[config.mk]
export PLATFORM = sky130hd
export DESIGN_NAME = branch_control_unit
export DESIGN_NICKNAME = d
export VERILOG_FILES = /design/src/rtl/branch_control_unit.sv
export SDC_FILE = /design/constraint.sdc
export NUM_CORES = 1
export LEC_CHECK = 0
export BUFFER_PORTS_ARGS = -buffer_cell sky130_fd_sc_hd__buf_2
export CORE_MARGIN = 5
export CORE_UTILIZATION = 34
export CTS_CLUSTER_DIAMETER = 50
export DETAILED_ROUTE_END_ITERATION = 16
export PLACE_DENSITY = 0.64
export SYNTH_ARGS = -nofsm -noshare
export SYNTH_HDL_FRONTEND = slang
export SYNTH_SLANG_ARGS = --single-unit
export TNS_END_PERCENT = 100
[constraint.sdc]
create_clock -name clk -period 2.8 [get_ports clk]
set_clock_uncertainty 0.2 [all_clocks]
set_input_delay 0.14 -clock clk [delete_from_list [all_inputs] [get_ports clk]]
set_output_delay 0.14 -clock clk [all_outputs]
set_load 0.02 [all_outputs]
[src/rtl/branch_control_unit.sv]
// Branch control unit: decodes JMP/BEQ/BNE/HALT from the fetched instruction,
// compares register operands and drives the program counter's control inputs.
// Wrong-path instructions are squashed after every taken transfer or roll-over.
module branch_control_unit #(
   parameter logic [15:0] END_ADDR      = 16'h0FFE,
   parameter int          SQUASH_CYCLES = 2
) (
   input  logic        clk,
   input  logic        rst,
   input  logic        start,
   input  logic [15:0] instr,
   input  logic        instr_valid,
   input  logic [15:0] pc_addr,
   input  logic [15:0] rs_data,
   input  logic [15:0] rt_data,
   output logic [2:0]  rs_addr,
   output logic [2:0]  rt_addr,
   output logic [1:0]  jump_control,
   output logic [14:0] load_data,
   output logic        eq_flag,
   output logic        roll_over,
   output logic        halted,
   output logic [15:0] taken_count
);

   typedef enum logic [1:0] {
      S_IDLE   = 2'd0,
      S_RUN    = 2'd1,
      S_SQUASH = 2'd2,
      S_HALT   = 2'd3
   } state_t;

   localparam logic [3:0] OP_JMP  = 4'b1100;
   localparam logic [3:0] OP_BEQ  = 4'b1101;
   localparam logic [3:0] OP_BNE  = 4'b1110;
   localparam logic [3:0] OP_HALT = 4'b1111;

   localparam logic [1:0] JC_NEXT = 2'b00;
   localparam logic [1:0] JC_JUMP = 2'b01;
   localparam logic [1:0] JC_BEQ  = 2'b10;
   localparam logic [1:0] JC_BNE  = 2'b11;

   // Squash counter starts one below the cycle count so "reads 0" marks the last ignored cycle.
   localparam logic [2:0] SQUASH_LOAD = 3'(SQUASH_CYCLES - 1);

   state_t       state_reg, state_next;
   logic [2:0]   squash_cnt_reg, squash_cnt_next;
   logic [1:0]   jump_control_reg, jump_control_next;
   logic [14:0]  load_data_reg, load_data_next;
   logic         eq_flag_reg, eq_flag_next;
   logic         roll_over_reg, roll_over_next;
   logic [15:0]  taken_count_reg, taken_count_next;
   logic         taken_inc;

   // Instruction decode and operand compare.
   logic [3:0]   opcode;
   logic         is_jmp, is_beq, is_bne, is_halt;
   logic         operands_eq, branch_taken, end_of_prog;
   logic [14:0]  branch_offset;

   assign opcode        = instr[15:12];
   assign is_jmp        = instr_valid && (opcode == OP_JMP);
   assign is_beq        = instr_valid && (opcode == OP_BEQ);
   assign is_bne        = instr_valid && (opcode == OP_BNE);
   assign is_halt       = instr_valid && (opcode == OP_HALT);
   assign operands_eq   = (rs_data == rt_data);
   assign branch_taken  = (is_beq && operands_eq) || (is_bne && !operands_eq);
   // pc_addr is compared as an unsigned quantity, so "negative" addresses also roll over.
   assign end_of_prog   = (pc_addr >= END_ADDR);
   assign branch_offset = {{9{instr[5]}}, instr[5:0]};

   assign rs_addr = instr[11:9];
   assign rt_addr = instr[8:6];

   // State and output registers; async reset pins the PC at 0 via roll_over.
   always_ff @(posedge clk or posedge rst) begin
      if (rst) begin
         state_reg        <= S_IDLE;
         squash_cnt_reg   <= 3'd0;
         jump_control_reg <= JC_NEXT;
         load_data_reg    <= 15'd0;
         eq_flag_reg      <= 1'b0;
         roll_over_reg    <= 1'b1;
         taken_count_reg  <= 16'd0;
      end else begin
         state_reg        <= state_next;
         squash_cnt_reg   <= squash_cnt_next;
         jump_control_reg <= jump_control_next;
         load_data_reg    <= load_data_next;
         eq_flag_reg      <= eq_flag_next;
         roll_over_reg    <= roll_over_next;
         taken_count_reg  <= taken_count_next;
      end
   end

   // Next-state and squash counter selection.
   always_comb begin
      state_next      = state_reg;
      squash_cnt_next = squash_cnt_reg;
      case (state_reg)
         S_IDLE: begin
            if (start) state_next = S_RUN;
         end
         S_RUN: begin
            if (end_of_prog || is_jmp || branch_taken) begin
               state_next      = S_SQUASH;
               squash_cnt_next = SQUASH_LOAD;
            end else if (is_halt) begin
               state_next = S_HALT;
            end
         end
         S_SQUASH: begin
            if (squash_cnt_reg == 3'd0) state_next = S_RUN;
            else                        squash_cnt_next = squash_cnt_reg - 3'd1;
         end
         S_HALT: begin
            if (start) state_next = S_IDLE;
         end
         default: state_next = S_IDLE;
      endcase
   end

   // Next values for the registered PC-control outputs.
   always_comb begin
      jump_control_next = JC_NEXT;
      load_data_next    = load_data_reg;
      eq_flag_next      = 1'b0;
      roll_over_next    = 1'b0;
      taken_inc         = 1'b0;
      case (state_reg)
         S_IDLE: begin
            roll_over_next = !start;
         end
         S_RUN: begin
            if (end_of_prog) begin
               // Roll-over outranks any transfer in the same cycle; the transfer is dropped.
               roll_over_next = 1'b1;
            end else if (is_jmp) begin
               jump_control_next = JC_JUMP;
               load_data_next    = {3'b000, instr[11:0]};
               taken_inc         = 1'b1;
            end else if (is_beq || is_bne) begin
               jump_control_next = is_beq ? JC_BEQ : JC_BNE;
               load_data_next    = branch_offset;
               eq_flag_next      = operands_eq;
               taken_inc         = branch_taken;
            end else if (is_halt) begin
               // Jump target is a word address, so the PC keeps re-fetching the HALT.
               jump_control_next = JC_JUMP;
               load_data_next    = {3'b000, pc_addr[12:1]};
            end
         end
         S_SQUASH: begin
            jump_control_next = JC_NEXT;
         end
         S_HALT: begin
            if (start) roll_over_next = 1'b1;
            else       jump_control_next = JC_JUMP;
         end
         default: roll_over_next = 1'b1;
      endcase
   end

   // Saturating counter of taken JMP/BEQ/BNE transfers.
   always_comb begin
      taken_count_next = taken_count_reg;
      if (taken_inc && (taken_count_reg != 16'hFFFF))
         taken_count_next = taken_count_reg + 16'd1;
   end

   assign jump_control = jump_control_reg;
   assign load_data    = load_data_reg;
   assign eq_flag      = eq_flag_reg;
   assign roll_over    = roll_over_reg;
   assign taken_count  = taken_count_reg;
   assign halted       = (state_reg == S_HALT);

endmodule
# ---- Word-level counts from Yosys, hierarchy flattened
# Index checks and enable logic that the tools add are counted.
dict set report word_totals {
  register_bits 40
}
dict set report classes {
  add_sub_neg 2
  n_reduce_logical 20
  bitwise_logic 1
  n_lt_le_gt_ge 1
  n_mux 30
  n_eq_ne 15
}
# cell n
set op_table {}
lappend op_table {{$mux W15} 3}
lappend op_table {{$add A16 B1 Y16 const B} 1}
lappend op_table {{$eq A16 B16 Y1} 1}
lappend op_table {{$eq A4 B4 Y1 const B} 4}
lappend op_table {{$ge A16 B12 Y1 const B} 1}
lappend op_table {{$mux W2} 8}
lappend op_table {{$ne A16 B16 Y1 const B} 1}
lappend op_table {{$mux W1} 13}
lappend op_table {{$ne A2 B2 Y1 const B} 5}
lappend op_table {{$pmux W2 S4} 1}
lappend op_table {{$logic_and A1 B1 Y1} 7}
lappend op_table {{$mux W3} 2}
lappend op_table {{$pmux W3 S2} 1}
lappend op_table {{$reduce_and A3 Y1} 2}
lappend op_table {{$eq A2 B2 Y1 const B} 2}
lappend op_table {{$logic_or A1 B1 Y1} 4}
lappend op_table {{$pmux W2 S2} 1}
lappend op_table {{$reduce_and A4 Y1} 1}
lappend op_table {{$logic_not A3 Y1} 1}
lappend op_table {{$ne A3 B3 Y1 const B} 1}
lappend op_table {{$pmux W1 S3} 1}
lappend op_table {{$reduce_bool A3 Y1} 1}
lappend op_table {{$sub A3 B1 Y3 const B} 1}
lappend op_table {{$eq A2 B1 Y1 const B} 1}
lappend op_table {{other kinds (4)} 5}

# ---- Depth between registers and ports, before layout
# Gate-level depths: netlist of run 1.
dict set report depth {
  word_depth 9
  ltp_mapped 8
  ltp_nobuf 7
}

# ---- Least setup slack after synthesis of run 1
# OpenSTA, ideal clock, no wires.
dict set report synth_path {
  path_type {reg2reg}
  from {register taken_count_reg[0], in the netlist taken_count[0]}
  to {register taken_count_reg[1], in the netlist taken_count[1]}
  arrival_ns 2.034
  slack_ns 0.442
  setup_time_ns 0.125
  path_stages_with_launch 8
  path_cell_list {dfrtp_1 -> ha_1 -> nand3_1 -> nor4_1 -> nor4b_1 -> mux2i_1 -> buf_6 -> mux2_2}
}
dict set report synth_via {
  elab_chain_len 2
  elab_cells_between_ends 3
  classes_between {add/sub (1); eq/ne (1); reduce/logical (1)}
}
# item line_no
set synth_rtl {}
lappend synth_rtl {{start, declared} 52} ;# logic [15:0] taken_count_reg, taken_count_next;
lappend synth_rtl {{start signal, assigned} 92} ;# taken_count_reg <= taken_count_next;
lappend synth_rtl {{branches (longest 2 deep; another with $add A16 B1 Y16)} --}
# Several ways; the timed one is not identified.
# A chain may end at the register's enable or synchronous reset.

# ---- Worst setup path in the final report of run 1
# Ends and elaborated chain as after synthesis.

==> flow_summary_export.csv, run 1 <==
group,metric,value,unit
yosys,synth-async-reset-ratio,100,%
global_route,grt-ovfl-total,0,
worst_setup_path,crit_buf_inv,1,
worst_setup_path,cp-start-kind,"flop",
clocking,cts_tree,"built",
layout,area_delta_synth_final,40.3,%
die,core,6350,um^2
yosys,synth.net_count,300,
sta,rsz0062_at_grt,"no",
global_route,grt_first_pass_wirelength,10.0,mm
layout,final_common_cell,"buf_2",
layout,fin_cells,435,
worst_setup_path,arrival,2.51,ns
layout,postLayoutCellArea,3110,um^2
routing,drc_errors,0,
clocking,cts_max_path_buffers,2,
sta,tns,0,ns
status,status,"finished, final reports clean",
placement,dp_hpwl,4.69,mm
yosys,synthCells,229,
pwr,powerDensity,504,nW/um^2
clocking,cts_buffers,5,
worst_setup_path,slowest_delay,0.62,ns
pwr,p_leak,1.64,nW
pwr,seqPwrFrac,44.5,%
worst_setup_path,cpLargestDelayFamily,"simple AND/OR/NAND/NOR gates",
yosys,synth-seq-cells,38,
yosys,synth_edf_count,0,
layout,fin_nets,429,
hold_path,hold_path_class,"primary input to flop",
worst_setup_path,worstReg2RegStart,"taken_count[0]",
routing,antenna_left,0,
sta,min_period_over_period,90.8,%
die,die_h,90.7,um
yosys,synth_top_area_cell,"dfrtp_1",
pwr,p_sw,540,uW
placement,dp.cells,406,
clocking,clockRootBuffer,"clkbuf_8",
placement,dpl_cell_area,2810,um^2
sta,hold_viol_final,0,
placement,gp_congestion,0.854,
sta,slew_viol_final,0,
sta,slew_headroom,44.0,%
routing,vias,2099,
die,die_w,90.7,um
clocking,cts_sinks,38,
worst_setup_path,cp.required,2.77,ns
hold_path,min_from,"instr[2]",
pwr,p_int,1.02,mW
routing,wl,6.03,mm
yosys,synth_cell_types,38,
die,die_area,8220,um^2
placement,io_buffers,108,
layout,drive_above_1_share,37.2,%
pwr,clock_power_share,22.5,%
global_route,grt.total_usage,14.6,%
worst_setup_path,path_max_fanout,11,
pwr,switching_share,34.5,%
layout,largest_reg_flops,16,
worst_setup_path,critical_path.slowest_cell,"nor4_1",
routing,routedWlPerCell,13.9,um
sta,setup_violations,0,
worst_setup_path,critPathLaunch,"taken_count[0]",
yosys,yosys_warnings,0,
routing,vias_per_cell,4.83,
yosys,synth_area_leaders,"dfrtp_1, xnor2_1, nor2_1",
global_route,grt_antenna_before_repair,0,
yosys,synthesis.area,2210,um^2
routing,drt-initial-drc-count,79,
flow_run,cap_violations,0,
layout,utilization,48.9,%
pwr,comb_power_share,33.0,%
clocking,cts_max_level,2,
routing,drt-pass1-iter-count,4,
layout,diodes,0,
yosys,ys_seq_area_share,43.0,%
clocking,clock_latency,0.28,ns
sta,fmax,393,MHz
pwr,peakVddDrop,0.273,mV
sta,finalCriticalPeriod,2.54,ns
yosys,avgSynthCellArea,9.67,um^2
yosys,yosysTopAreaCellShare,41.8,%
global_route,grt_pass1_vias,2139,
die,start_util,34.9,%
worst_setup_path,endpoint_kind,"flop",
clocking,clk_pin_slew,0.07,ns
worst_setup_path,crit_chain,"ha_1 > nand3_1 > nor4_1 > nor4b_1 > mux2i_1 > buf_4 > mux2_2",
die,ios,110,
worst_setup_path,path_class,"flop to flop",
layout,final_cell_mix,"buf_2, dfrtp_1, nor2_1",
die,row_count,29,
global_route,grt_max_degree,23,
sta,tightest_slew,0.839,ns
yosys,ys.flop_type,"dfrtp_1",
pwr,finalPower,1.56,mW
## logic make-up after synthesis
family / count (synthesis) / share of synthesized area (%)
buffers and inverters: 20 / 5.20
AOI/OAI and AO/OA: 37 / 10.3
DFF: 38 / 43.0
xor gates and xnor gates: 31 / 12.3
and+or+nand+nor: 89 / 22.4
adders and majority gates: 3 / 1.70
muxes: 11 / 5.09
## power by group through the flow
stage	clock network [mW]	registers, mW	logic, mW
detailed placement	0	0.705	0.494
CTS	0.370	0.694	0.522
floorplan	0	0.744	0.288
global placement	0	0.702	0.482
finish	0.351	0.696	0.516
global route	0.398	0.708	0.571
## worst reg2reg max path, cell delays in order, from the launching register on
cell and delay [ns]:
dfrtp_1 0.42, ha_1 0.23, nand3_1 0.12, nor4_1 0.62, nor4b_1 0.13, mux2i_1 0.15
buf_4 0.22, mux2_2 0.35
## worst paths after layout
kind | cells after the start | to | slack (ns)
min in group asynchronous | 3 | load_data[6] | 0.37
worst min register to register | 1 | taken_count[15] | 0.30
max in group asynchronous | 4 | roll_over | 1.32
worst max register to register | 7 | taken_count[1] | 0.26
worst min-delay path | 3 | load_data[2] | 0.006
worst max-delay path | 7 | taken_count[1] | 0.26
## metal layers
metal / share of wire, % / vias up / global-route usage (%)
met4: 0.68 / 0 / 3.10
met2: 51 / 57 / 24.6
met5: 0 / - / 0
met1: 43 / 972 / 18.8
met3: 5.7 / 4 / 3.83
li1: - / 1066 / -
## per-stage QoR
step	setup WS (ns)	hold WS [ns]
6_report	0.256	0.00559
3_5_place_dp	0.276	0.168
5_1_grt	0.158	0.0149
3_3_place_gp	0.376	0.151
4_1_cts	0.252	0.00265
2_1_floorplan	0.442	0.0322
## Yosys cell counts, types with 4 or more instances
master     n
mux2i_1    9
o21ai_0    5
clkbuf_1   4
xnor2_1   19
inv_1      5
nor4_1     4
dfrtp_1   37
a21oi_1   16
nor2_1    30
a22oi_1    7
nand2_1   10
nor3_1     4
nand3_1    8
xor2_1    12
buf_4      8
nand4_1   11
## cell type report
class	instances	area, um^2
tap	77	96.3
clock buffer	5	68.8
clock inverter	2	10.0
fill	596	3240
sequential	38	952
inverter	5	18.8
multi-input combinational	171	1150
timing repair buffer	137	813
## timing repair
action                                  CTS  global route
hold buffers                             22             0
setup buffers                             0             0
resized for setup                         0             0
endpoints found under the hold margin    33             0
endpoints found under the setup margin    0             0
Note: power is estimated with default switching activity, not from simulation.
==> inputs of run 2 (changes only) <==
- PLACE_DENSITY: 0.64 -> 0.69
==> run 2 against run 1 <==
  * Core utilization increased by 0.39 points
  * Register-to-register slack better by 0.17 ns
  * Cell count up 0.46%
  * Sequential share of layout area is 0.25 points lower
  * Via count is 2.7% higher
  * Critical endpoint is now taken_count[10]
  * Largest power group unchanged
  * Highest routed layer unchanged
==> flow_summary_export.csv, run 2 (synthesis results as in run 1) <==
group,metric,value,unit
status,status,"finished, final reports clean",
clocking,cts_sinks,38,
clocking,cts_max_level,2,
worst_setup_path,ff2ff_setup_slack,0.43,ns
clocking,cts_tree,"built",
sta,finalCriticalPeriod,2.37,ns
die,die_area,8220,um^2
worst_setup_path,worstReg2RegStart,"taken_count[0]",
sta,tns,0,ns
routing,antenna_left,0,
routing,wl,6.23,mm
worst_setup_path,cp.required,2.77,ns
routing,drc_errors,0,
layout,final_common_cell,"buf_2",
layout,utilization,49.3,%
worst_setup_path,critical_path.slowest_cell,"mux2i_1",
sta,rsz0062_at_grt,"no",
clocking,cts_max_path_buffers,2,
sta,setup_slack,0.429,ns
die,die_w,90.7,um
sta,slew_viol_final,0,
die,die_h,90.7,um
worst_setup_path,crit_end,"taken_count[10]",
sta,whs,0.0198,ns
layout,drive_above_1_share,36.7,%
routing,vias_per_cell,4.93,
worst_setup_path,cp-start-kind,"flop",
clocking,clk_pin_slew,0.07,ns
worst_setup_path,reg2reg_depth,8,
layout,area_delta_synth_final,41.4,%
routing,drt-pass1-iter-count,5,
pwr,powerDensity,511,nW/um^2
sta,hold_viol_final,0,
flow_run,cap_violations,0,
layout,fin_cells,437,
die,row_count,29,
die,core,6350,um^2
global_route,grt.total_usage,15.2,%
pwr,p_leak,1.65,nW
clocking,cts_buffers,5,
routing,routedWlPerCell,14.3,um
worst_setup_path,critPathLaunch,"taken_count[0]",
global_route,grt_first_pass_wirelength,10.3,mm
sta,slew_headroom,36.0,%
worst_setup_path,worst_path_most_repeated_cell,"nor4_1",
placement,dpl_cell_area,2800,um^2
sta,tightest_slew,0.958,ns
layout,diodes,0,
sta,min_period_over_period,84.7,%
layout,largest_reg_flops,16,
clocking,clockRootBuffer,"clkbuf_8",
pwr,finalPower,1.60,mW
clocking,clock_latency,0.29,ns
die,ios,110,
placement,dp_hpwl,4.74,mm
global_route,grt_antenna_before_repair,0,
layout,fin_nets,430,
placement,gp_congestion,0.802,
worst_setup_path,arrival,2.34,ns
clocking,postCtsResizedCells,0,
sta,setup_violations,0,
worst_setup_path,slowest_delay,0.48,ns
worst_setup_path,path_max_fanout,5,
routing,vias,2155,
placement,pre_cts_slack,0.413,ns
pwr,peakVddDrop,0.273,mV
global_route,grt-ovfl-total,0,
placement,dp.cells,405,
worst_setup_path,path_class,"flop to flop",
worst_setup_path,timing.rr.end,"taken_count[10]",
worst_setup_path,crit_chain,"ha_1 > nand3_1 > nor4_1 > buf_4 > nor4_1 > mux2i_1 > nor2_1 > xor2_1",
global_route,grt_max_degree,27,
die,start_util,34.9,%
layout,final_cell_mix,"buf_2, dfrtp_1, nor2_1",
layout,postLayoutCellArea,3130,um^2
global_route,grt_pass1_vias,2168,
worst_setup_path,endpoint_kind,"flop",
routing,drt-initial-drc-count,59,
placement,io_buffers,108,
sta,fmax,422,MHz
hold_path,hold_path_class,"primary input to flop",
==> run 2: cell types whose count changed in the layout (fill, tap and decap cells not counted) <==
cell | previous run | this run
dlygate4sd3_1 | 22 | 24
buf_4 | 7 | 6
clkbuf_1 | 0 | 1
clkbuf_8 | 5 | 6
clkinv_2 | 2 | 1
==> run 2: worst max-delay path, delay by kind of cell, from the launching register on <==
kind          cells  cell delay [ns]
simple gates      4             0.58
flops             1             0.43
fa+ha+maj         1             0.23
buf+inv           1             0.18
xor+xnor          1             0.16
mux               1             0.48
==> run 2: report_power, final <==
group	internal [mW]	switching, mW
Clock	0.199	0.186
Combinational	0.229	0.288
Sequential	0.631	0.0661
Total	1.06	0.540
==> run 2: layer usage <==
| metal | vias to the layer above | share of wire (%) | GRT usage, % |
|---|---|---|---|
| met2 | 63 | 52 | 26.9 |
| li1 | 1066 | - | - |
| met4 | 0 | 1.7 | 4.09 |
| met1 | 1018 | 40 | 17.9 |
| met3 | 8 | 5.3 | 4.25 |
| met5 | - | 0 | 0 |
==> run 2: cell type report <==
| class | count | area [um^2] |
|---|---|---|
| flip-flops and latches | 38 | 952 |
| multi-input cells | 171 | 1150 |
| clock buffers | 7 | 86.3 |
| fillers | 597 | 3220 |
| clock inverters | 1 | 5.00 |
| inverters | 5 | 18.8 |
| repair buffers | 138 | 826 |
| well taps | 77 | 96.3 |
==> run 2: timing repair <==
item,in CTS,in global routing
endpoints found under the hold margin,37,0
endpoints found under the setup margin,0,0
buffers inserted,0,0
hold buffers,24,0
==> run 2: worst min-delay path by stage <==
| stage | startpoint | endpoint | slack [ns] | cells after the start |
|---|---|---|---|---|
| 5_1_grt | instr[1] | load_data[1] | 0.03 | 3 |
| 6_report | instr[1] | load_data[1] | 0.02 | 3 |
| 2_1_floorplan | start | state_reg[1] | 0.03 | 1 |
| 3_5_place_dp | rst | load_data[0] | 0.20 | 2 |
| 3_3_place_gp | rst | load_data[0] | 0.20 | 2 |
| 4_1_cts | instr[1] | load_data[1] | 0.004 | 3 |
==> inputs of run 3 (changes only) <==
- clock period: 2.8 -> 2.46 ns (I/O delays scaled with it)
==> run 3 against run 2 <==
  * Clock power increased by 3%
  * Worst setup slack worse by 0.30 ns
  * Critical path depth unchanged
  * Sequential power grew 11%
  * Clock-buffer cell count unchanged
  * Cell area grew 1.8%
  * Die area stayed put
  * Global-route usage increased by 0.24 points
  * Critical endpoint is now taken_count[1]
==> flow_summary_export.csv, run 3 (synthesis results as in run 1) <==
group,metric,value,unit
clocking,clock_latency,0.28,ns
layout,utilization,50.2,%
status,status,"finished, final reports clean",
die,die_w,90.7,um
routing,drc_errors,0,
worst_setup_path,crit_end,"taken_count[1]",
sta,fmax,428,MHz
layout,final_cell_mix,"buf_2, dfrtp_1, nor2_1",
die,die_h,90.7,um
routing,wl,6.27,mm
pwr,p_leak,1.69,nW
sta,setup_violations,0,
die,core,6350,um^2
worst_setup_path,timing.rr.end,"taken_count[1]",
sta,slew_viol_final,0,
sta,min_period_over_period,94.9,%
die,start_util,34.9,%
routing,routed.top_layer,"met4",
global_route,grt_antenna_before_repair,0,
pwr,powerDensity,565,nW/um^2
placement,io_buffers,108,
routing,routedWlPerCell,14.2,um
worst_setup_path,reg2reg_depth,8,
clocking,cts_buffers,5,
global_route,grt-ovfl-total,0,
placement,gp_congestion,0.796,
global_route,grt_max_degree,39,
worst_setup_path,path_class,"flop to flop",
layout,diodes,0,
routing,drt-initial-drc-count,58,
clocking,cts_max_level,2,
layout,largest_reg_flops,16,
global_route,grt.total_usage,15.5,%
sta,tightest_slew,0.647,ns
worst_setup_path,critPathLaunch,"taken_count[1]",
worst_setup_path,cp-start-kind,"flop",
routing,vias_per_cell,4.89,
routing,drt-pass1-iter-count,4,
sta,finalCriticalPeriod,2.33,ns
layout,fin_cells,442,
clocking,cts_tree,"built",
routing,route.met2.wl,3.16,mm
worst_setup_path,cp.required,2.43,ns
routing,route.layer.met1.wl,2.66,mm
pwr,peakVddDrop,0.315,mV
routing,wl_met3,306,um
placement,pre_cts_slack,0.0989,ns
global_route,grt_pass1_vias,2215,
flow_run,cap_violations,0,
sta,setup_slack,0.125,ns
worst_setup_path,arrival,2.30,ns
worst_setup_path,path_max_fanout,11,
die,ios,110,
clocking,clockRootBuffer,"clkbuf_8",
placement,dp_hpwl,4.65,mm
hold_path,hold_path_class,"primary input to flop",
layout,area_delta_synth_final,44.0,%
die,row_count,29,
worst_setup_path,worstReg2RegStart,"taken_count[1]",
routing,vias,2163,
placement,dp.cells,407,
global_route,grt_first_pass_wirelength,10.6,mm
worst_setup_path,ff2ff_setup_slack,0.13,ns
clocking,clk_pin_slew,0.07,ns
layout,drive_above_1_share,37.3,%
clocking,cts_max_path_buffers,2,
sta,hold_viol_final,0,
clocking,cts_sinks,38,
routing,antenna_left,0,
sta,slew_headroom,56.6,%
layout,final_common_cell,"buf_2",
die,die_area,8220,um^2
layout,fin_nets,436,
worst_setup_path,endpoint_kind,"flop",
==> run 3: changes by cell type in the layout (fill, tap and decap cells not counted), sizes merged <==
cell         delta
buf             +4
dlygate4sd3     +2
clkinv          -1
==> run 3: worst min path at each step <==
stage | to | slack (ns) | cells past startpoint | from
CTS | state_reg[1] | 0.02 | 3 | instr[15]
detailed placement | taken_count[6] | 0.06 | 3 | rst
global route | state_reg[1] | 0.05 | 3 | instr[15]
global placement | load_data[0] | 0.07 | 3 | rst
finish | state_reg[1] | 0.04 | 3 | instr[15]
floorplan | state_reg[1] | 0.02 | 1 | start
==> run 3: power by group <==
group / switching [mW] / total [mW] / internal, mW
sequential: 0.0561 / 0.774 / 0.718
clock: 0.200 / 0.395 / 0.195
combinational: 0.357 / 0.633 / 0.275
total: 0.614 / 1.80 / 1.19
==> run 3: critical path, cell delays in order (launching register included) <==
cell and delay (ns):
dfrtp_1 0.40, ha_1 0.23, nand3_1 0.12, nor4_1 0.28, buf_4 0.19, nor4b_2 0.04
mux2i_1 0.21, buf_6 0.20, mux2_2 0.35
==> run 3: repair_timing <==
action,in CTS,in global routing
setup buffers,0,2
endpoints found under the setup margin,0,8
hold buffers,26,0
endpoints found under the hold margin,51,0
resized for setup,0,4
==> run 3: metal layers <==
layer | global-route usage (%) | vias to the layer above
li1 | - | 1073
met5 | 0 | -
met4 | 5.21 | 0
met3 | 4.00 | 13
met2 | 25.6 | 55
met1 | 19.4 | 1022
==> run 3: per-stage QoR <==
| step | setup TNS (ns) | hold WS, ns | power, mW | cell area, um^2 |
|---|---|---|---|---|
| 3_3_place_gp | 0 | 0.0651 | 1.36 | 2810 |
| 4_1_cts | 0 | 0.0211 | 1.81 | 3150 |
| 5_1_grt | -0.0187 | 0.0491 | 1.94 | 3190 |
| 3_5_place_dp | 0 | 0.0627 | 1.38 | 2810 |
| 6_report | 0 | 0.0368 | 1.80 | 3190 |
| 2_1_floorplan | 0 | 0.0152 | 1.17 | 2210 |
==> run 3: area by class of cell <==
| type | instances | area (um^2) |
|---|---|---|
| well taps | 77 | 96.3 |
| inverters | 5 | 18.8 |
| clock buffers | 7 | 76.3 |
| flip-flops and latches | 38 | 952 |
| repair buffers | 144 | 880 |
| fillers | 610 | 3160 |
| multi-input cells | 171 | 1160 |
